[src/rtl/apb4_master_bridge.sv]
// APB4 requester bridge: valid/ready command/response port to one APB4 completer.
// One transfer in flight; ACCESS phase optionally aborted after TIMEOUT_CYC wait cycles.
module apb4_master_bridge #(
  parameter int unsigned ADDR_WIDTH  = 32,
  parameter int unsigned DATA_WIDTH  = 32,
  parameter int unsigned TIMEOUT_CYC = 256
) (
  input  logic                    clk_i,
  input  logic                    rst_i,
  // Command port
  input  logic                    req_valid_i,
  output logic                    req_ready_o,
  input  logic [ADDR_WIDTH-1:0]   req_addr_i,
  input  logic                    req_write_i,
  input  logic [DATA_WIDTH-1:0]   req_wdata_i,
  input  logic [DATA_WIDTH/8-1:0] req_strb_i,
  input  logic [2:0]              req_prot_i,
  // Response port
  output logic                    rsp_valid_o,
  input  logic                    rsp_ready_i,
  output logic [DATA_WIDTH-1:0]   rsp_rdata_o,
  output logic                    rsp_err_o,
  output logic                    rsp_tmo_o,
  // APB4 requester
  output logic [ADDR_WIDTH-1:0]   paddr_o,
  output logic [2:0]              pprot_o,
  output logic                    psel_o,
  output logic                    penable_o,
  output logic                    pwrite_o,
  output logic [DATA_WIDTH-1:0]   pwdata_o,
  output logic [DATA_WIDTH/8-1:0] pstrb_o,
  input  logic                    pready_i,
  input  logic [DATA_WIDTH-1:0]   prdata_i,
  input  logic                    pslverr_i
);

  localparam int unsigned CNT_WIDTH = (TIMEOUT_CYC > 0) ? $clog2(TIMEOUT_CYC + 1) : 1;

  localparam logic [1:0] IDLE   = 2'd0;
  localparam logic [1:0] SETUP  = 2'd1;
  localparam logic [1:0] ACCESS = 2'd2;
  localparam logic [1:0] RESP   = 2'd3;

  logic [1:0]              state_q, state_d;
  logic                    ready_q;
  logic [ADDR_WIDTH-1:0]   addr_q;
  logic                    write_q;
  logic [DATA_WIDTH-1:0]   wdata_q;
  logic [DATA_WIDTH/8-1:0] strb_q;
  logic [2:0]              prot_q;
  logic [DATA_WIDTH-1:0]   rdata_q;
  logic                    err_q;
  logic                    tmo_q;
  logic [CNT_WIDTH-1:0]    cnt_q;
  logic                    accept;
  logic                    timeout_hit;

  assign accept = req_valid_i && ready_q && (state_q == IDLE);

  // cnt_q counts completed wait cycles, so the current ACCESS cycle is cnt_q+1.
  assign timeout_hit = (TIMEOUT_CYC != 0) && (32'(cnt_q) == (TIMEOUT_CYC - 32'd1));

  always_comb begin
    state_d = state_q;
    case (state_q)
      IDLE:    if (accept) state_d = SETUP;
      SETUP:   state_d = ACCESS;
      ACCESS:  if (pready_i || timeout_hit) state_d = RESP;
      RESP:    if (rsp_ready_i) state_d = IDLE;
      default: state_d = IDLE;
    endcase
  end

  always_ff @(posedge clk_i) begin
    if (rst_i) begin
      state_q <= IDLE;
      ready_q <= 1'b0;
      addr_q  <= '0;
      write_q <= 1'b0;
      wdata_q <= '0;
      strb_q  <= '0;
      prot_q  <= '0;
      rdata_q <= '0;
      err_q   <= 1'b0;
      tmo_q   <= 1'b0;
      cnt_q   <= '0;
    end else begin
      state_q <= state_d;
      // Registered so that ready stays low through the reset cycle itself.
      ready_q <= (state_d == IDLE);
      if (accept) begin
        addr_q  <= req_addr_i;
        write_q <= req_write_i;
        wdata_q <= req_wdata_i;
        strb_q  <= req_write_i ? req_strb_i : '0;
        prot_q  <= req_prot_i;
        cnt_q   <= '0;
      end
      if (state_q == ACCESS) begin
        if (pready_i) begin
          rdata_q <= write_q ? '0 : prdata_i;
          err_q   <= pslverr_i;
          tmo_q   <= 1'b0;
        end else if (timeout_hit) begin
          rdata_q <= '0;
          err_q   <= 1'b1;
          tmo_q   <= 1'b1;
        end else if (cnt_q != '1) begin
          cnt_q <= cnt_q + CNT_WIDTH'(1);
        end
      end
    end
  end

  assign req_ready_o = ready_q;
  assign rsp_valid_o = (state_q == RESP);
  assign rsp_rdata_o = rdata_q;
  assign rsp_err_o   = err_q;
  assign rsp_tmo_o   = tmo_q;

  assign psel_o    = (state_q == SETUP) || (state_q == ACCESS);
  assign penable_o = (state_q == ACCESS);
  assign paddr_o   = addr_q;
  assign pwrite_o  = write_q;
  assign pwdata_o  = wdata_q;
  assign pstrb_o   = strb_q;
  assign pprot_o   = prot_q;

endmodule

[config.mk]
export PLATFORM = sky130hd
export DESIGN_NAME = apb4_master_bridge
export DESIGN_NICKNAME = d
export VERILOG_FILES = /design/src/rtl/apb4_master_bridge.sv
export SDC_FILE = /design/constraint.sdc
export NUM_CORES = 1
export LEC_CHECK = 0
export BUFFER_PORTS_ARGS = -buffer_cell sky130_fd_sc_hd__buf_2
export CAP_MARGIN = 15
export CELL_PAD_IN_SITES_DETAIL_PLACEMENT = 0
export CELL_PAD_IN_SITES_GLOBAL_PLACEMENT = 1
export CORE_UTILIZATION = 28
export DETAILED_ROUTE_END_ITERATION = 8
export PLACE_DENSITY = 0.76
export SKIP_LAST_GASP = 1
export SLEW_MARGIN = 20
export SYNTH_ARGS = -nofsm -noshare
export SYNTH_HDL_FRONTEND = slang
export SYNTH_SLANG_ARGS = --single-unit
[constraint.sdc]
create_clock -name clk_i -period 1.7 [get_ports clk_i]
set_input_delay 0.085 -clock clk_i [delete_from_list [all_inputs] [get_ports clk_i]]
set_output_delay 0.085 -clock clk_i [all_outputs]
set_load 0.01 [all_outputs]
Word level (Yosys, flattened, before mapping)
Cells that the tools add are included.

Flip-flop bits (word level): 118. Input port bits: 110. Output and inout bits: 110.

$add $sub $neg: 1. Eq/ne operators: 5. Multiplexer cells: 16. Reduce and logical (&&, ||, !) cells: 8.

Operator list (count): 32-bit two-way mux (3); 9-bit two-way mux (5); 9-bit by 1-bit adder with 9-bit output (second input constant) (1); 9-bit by 8-bit == test with 1-bit output (second input constant) (1); 9-bit inequality test (second input constant) (1); 2-bit one-hot mux with 4 select lines (1); 2-bit two-way mux (3); 2-bit == test (second input constant) (2); 2-bit logical NOT (2); 4-bit two-way mux (1); 1-bit two-way mux (3); 2-bit by 1-bit == test with 1-bit output (second input constant) (1); 1-bit logical AND (2); 1-bit logical OR (2); 2-bit AND reduction (1); 2-bit nonzero test (1).

Depth between registers and ports, before layout
Word-level depth: 7. Depth in mapped cells: 7. Mapped depth without buffers: 6.

Worst setup path before layout
OpenSTA, ideal clock, no wires.

Path kind: register -> register. Start: reg state_q[0]. End: reg ready_q, in the netlist req_ready_o. Arrival time: 1.606 ns. Required time: 1.584 ns. Slack: -0.022 ns. Cell stages (with the launch flop): 7. Clock period less this slack: 1.722 ns. Path through: dfxtp_1 inv_1 ha_1 nor2b_1 a31oi_4 a221o_1 and3b_1.

Elaborated cells between the ends (all ways): 10. Classes of those cells: 3 x eq/ne; 4 x mux; 3 x reduce/logical.

RTL lines: start: declaration (line 44) `logic [1:0] state_q, state_d;`; start signal: assignment (line 88) `state_q <= state_d;`; 2-bit == test; named net penable_o (line 28) `output logic penable_o,`; 2-bit one-hot mux with 4 select lines (line 65) `case (state_q)`; 2-bit logical NOT (line 90) `ready_q <= (state_d == IDLE);`; end signal: assignment (line 90); end: declaration (line 45) `logic ready_q;`.

The timed path passes the listed nets, and every way through them passes these cells. A chain may end at the register's enable or synchronous reset.

Final worst setup path
Start: reg state_q[0]. End: reg ready_q, in the netlist req_ready_o.

Word-level cells in the longest chain between the ends: 5. Elaborated cells between the ends (all ways): 10. Classes of those cells: 3 x eq/ne; 4 x mux; 3 x reduce/logical.

Ends and longest elaborated chain: 2-bit logical NOT (line 58, 65); 1-bit logical AND (line 58) `assign accept = req_valid_i && ready_q && (state_q == IDLE);`; 2-bit two-way mux (line 66) `IDLE: if (accept) state_d = SETUP;`; 2-bit one-hot mux with 4 select lines (*) (line 65); 2-bit logical NOT (*) (line 90).

Mark *: on every way between the ends. The rest lies on a longest branch, timed or not.

==> run_results.csv <==
group,metric,value,unit
cells_and_area,finalNetCount,959,
power,power_frac_comb,22.5,%
route,wl_met1,6000,um
power,p_int,6340,uW
logic_synthesis,synth_cell_types,37,
die,start_util,29.1,%
clock_tree,cts_made_buffers,17,
hold_path,hold_end,"rsp_tmo_o",
route,top_layer,"met4",
setup_path,worstPathArrival,1.91,ns
timing,layout_setup_ws,0.0804,ns
cells_and_area,instances_no_fill,1039,
placement,gp_congestion,0.753,
die,die_width,126,um
hold_path,hold_path.startpoint,"pready_i",
global_routing,grt_pass1_wl,22100,um
die,design.die.area,15800,um^2
power,clkPwrFrac,40.5,%
logic_synthesis,yosysWarnings,0,
die,row_count,44,
route,antenna_left,0,
placement,dp_hpwl,8410,um
power,p_switching,2410,uW
route,first_iter_violations,167,
clock_tree,h-tree-depth,4,
clock_tree,cts_root_buf,"clkbuf_16",
timing,rsz0062_at_grt,"no",
hold_path,holdCritPathClass,"in -> reg",
hold_path,min_path_cells,3,
setup_path,r2r_slack,0.08,ns
route,wl_met2,7380,um
logic_synthesis,synth_fp_nets,627,
logic_synthesis,syn_area_per_cell,8.40,um^2
timing,slew_headroom,57.9,%
setup_path,worstPathMaxFanout,3,
cells_and_area,stdcell_area,7470,um^2
clock_tree,clkTransAtPathRegs,0.05,ns
timing,setup_viol,0,
route,finalWirelength,14400,um
setup_path,r2r_start,"state_q[0]",
run_status,outcome,"finished clean",
cells_and_area,fillers,1352,
timing,tightestPinTransition,0.632,ns
timing,fmax,617,MHz
placement,placed_area,5660,um^2
logic_synthesis,synth_area,4290,um^2
route,viasPerCell,4.65,
cells_and_area,area.growth.synth_to_final,73.9,%
die,core_area,14800,um^2
logic_synthesis,postSynthCellCount,511,
placement,portBuffers,219,
die,die_height,126,um
cells_and_area,diodes,0,
power,p_seq_share,37.0,%
clock_tree,cts_tree,"built",
clock_tree,clk_path_buf_depth,2,
route,dr.pass1.iters,5,
setup_path,cp-end-kind,"flip-flop",
logic_synthesis,ys_seq_area_share,55.0,%
power,total_power,8750,uW
timing,fin_skew,0.00788,ns
setup_path,r2r-end,"req_ready_o",
timing,slew_viol_final,0,
route,wl_per_cell,13.9,um
route,via_count,4836,
global_routing,grt_max_degree,59,
clock_tree,clk_latency,0.40,ns
cells_and_area,final_cell_mix,"buf_2 (218), nand2_1 (145), dfxtp_1 (115), dlygate4sd3_1 (105), a21oi_1 (76)",
clock_tree,cts.sinks,118,
power,p_sw_share,27.6,%
cells_and_area,layout.cells.most_common,"buf_2",
route,drc,0,
setup_path,critPathLaunchType,"flip-flop",
power,power.leakage,0.00335,uW
route,route.met3.wl,822,um
timing,period_share,95.3,%
cells_and_area,drive_gt1_share,33.9,%
setup_path,rr_worst_depth,8,
timing,fin_crit,1.62,ns
setup_path,crit_required,1.99,ns
die,ios,220,
job,max_cap_violations,0,
global_routing,grt_use_total,17.4,%
global_routing,grt_overflow,0,
global_routing,grt_pass1_vias,4734,
power,power_density,1170,nW/um^2
logic_synthesis,ys_seq_elements,118,
timing,finalSetupTns,0,ns
global_routing,antenna_found_initial,0,
placement,numPlacedInstances,894,
placement,detailedPlace.worstSlack,-0.0793,ns
power,ir_worst_vdd,0.680,mV
setup_path,worstSetupPathType,"reg -> reg",
timing,final_hold_viol_count,0,
==> kinds of logic after synthesis <==
family	after synthesis	share of synthesized area, %
and+or+nand+nor	222	21.4
DFF	118	55.0
AOI/OAI and AO/OA	124	17.5
adders and majority gates	6	1.75
muxes	1	0.233
buffers and inverters	39	3.85
xor gates and xnor gates	1	0.204
==> cells in the mapped netlist, drive strengths merged <==
cell type  count  share of area [%]
a31oi          2               0.64
xnor2          1               0.20
dfxtp        118                 55
nand4b         1               0.20
mux2i          1               0.23
nand4          1               0.15
a32oi          1               0.20
or4            2               0.35
a22oi         32                5.6
and4           1               0.26
and3           4               0.58
nand2        145                 13
nor3           4               0.47
o31ai          1               0.17
nand3          9                1.0
clkbuf        20                1.7
and3b          1               0.20
and2           1               0.15
nor2          42                3.7
a211oi         1               0.17
o21ai          4               0.47
o22a           1               0.20
a221o          1               0.23
a21oi         76                8.9
inv            3               0.26
o211ai         1               0.17
and2b          1               0.20
or3            1               0.15
buf           16                1.8
a311oi         1               0.20
ha             6                1.7
nand2b         7                1.0
o221ai         3               0.61
nor2b          2               0.29
==> metal layers <==
metal / GRT usage [%] / vias up
met5: 0 / -
met4: 6.38 / 0
met3: 5.65 / 17
met2: 31.5 / 161
met1: 18.8 / 2267
li1: - / 2391
==> worst max-delay path: stages, from the launching register on <==
cell	delay [ns]
dfxtp_2	0.32
inv_2	0.07
buf_4	0.10
buf_4	0.12
ha_4	0.14
and3_4	0.21
nor2_1	0.04
a221o_1	0.31
and3b_1	0.20
==> flip-flops by register name, indices dropped and copies added, names as in the netlist, named ones only <==
| register | flops |
|---|---|
| paddr_o | 32 |
| pwdata_o | 32 |
| rsp_rdata_o | 32 |
| cnt_q | 8 |
| pstrb_o | 4 |
| pprot_o | 3 |
| state_q | 2 |
| pwrite_o | 1 |
| req_ready_o | 1 |
| rsp_err_o | 1 |
| rsp_tmo_o | 1 |
==> per-stage QoR <==
step | hold slack, ns | util (%)
final | 0.137 | 50.6
after global placement | 0.325 | 38.3
after global routing | 0.156 | 50.6
after CTS | 0.114 | 49.5
after detailed placement | 0.330 | 38.3
after floorplan | 0.221 | -
==> final cells by class <==
| type | instances | area (um^2) | share of cell area (%) |
|---|---|---|---|
| clock buffers | 21 | 460 | 6.17 |
| clock inverters | 10 | 129 | 1.73 |
| inverters | 3 | 11.3 | 0.151 |
| multi-input cells | 355 | 1850 | 24.7 |
| flip-flops and latches | 118 | 2370 | 31.7 |
| well taps | 184 | 230 | 3.08 |
| repair buffers | 348 | 2420 | 32.4 |
==> power groups by stage <==
stage	clock network [uW]	logic (uW)	registers [uW]
3_5_place_dp	0	1670	3280
4_1_cts	3660	1860	3220
3_3_place_gp	0	1630	3260
2_1_floorplan	0	791	3410
6_report	3540	1970	3240
5_1_grt	3800	2160	3280
==> what timing repair did <==
| item | 4_1_cts | 5_1_grt |
|---|---|---|
| hold endpoints to repair | 105 | 0 |
| gates resized for setup | 1 | 16 |
| hold buffers | 105 | 0 |
| setup buffers | 0 | 6 |
| endpoints found under the setup margin | 4 | 52 |
| pin swaps | 0 | 5 |
| gates cloned | 0 | 4 |
==> how the worst max path moves through the flow <==
stage,end,start,cells after the start
6_report,req_ready_o,state_q[0],8
5_1_grt,req_ready_o,state_q[0],8
4_1_cts,req_ready_o,state_q[0],7
3_5_place_dp,cnt_q[1],state_q[0],8
3_3_place_gp,rsp_rdata_o[8],state_q[0],6
2_1_floorplan,cnt_q[3],state_q[0],7
Power figures use the tool's default switching activity.
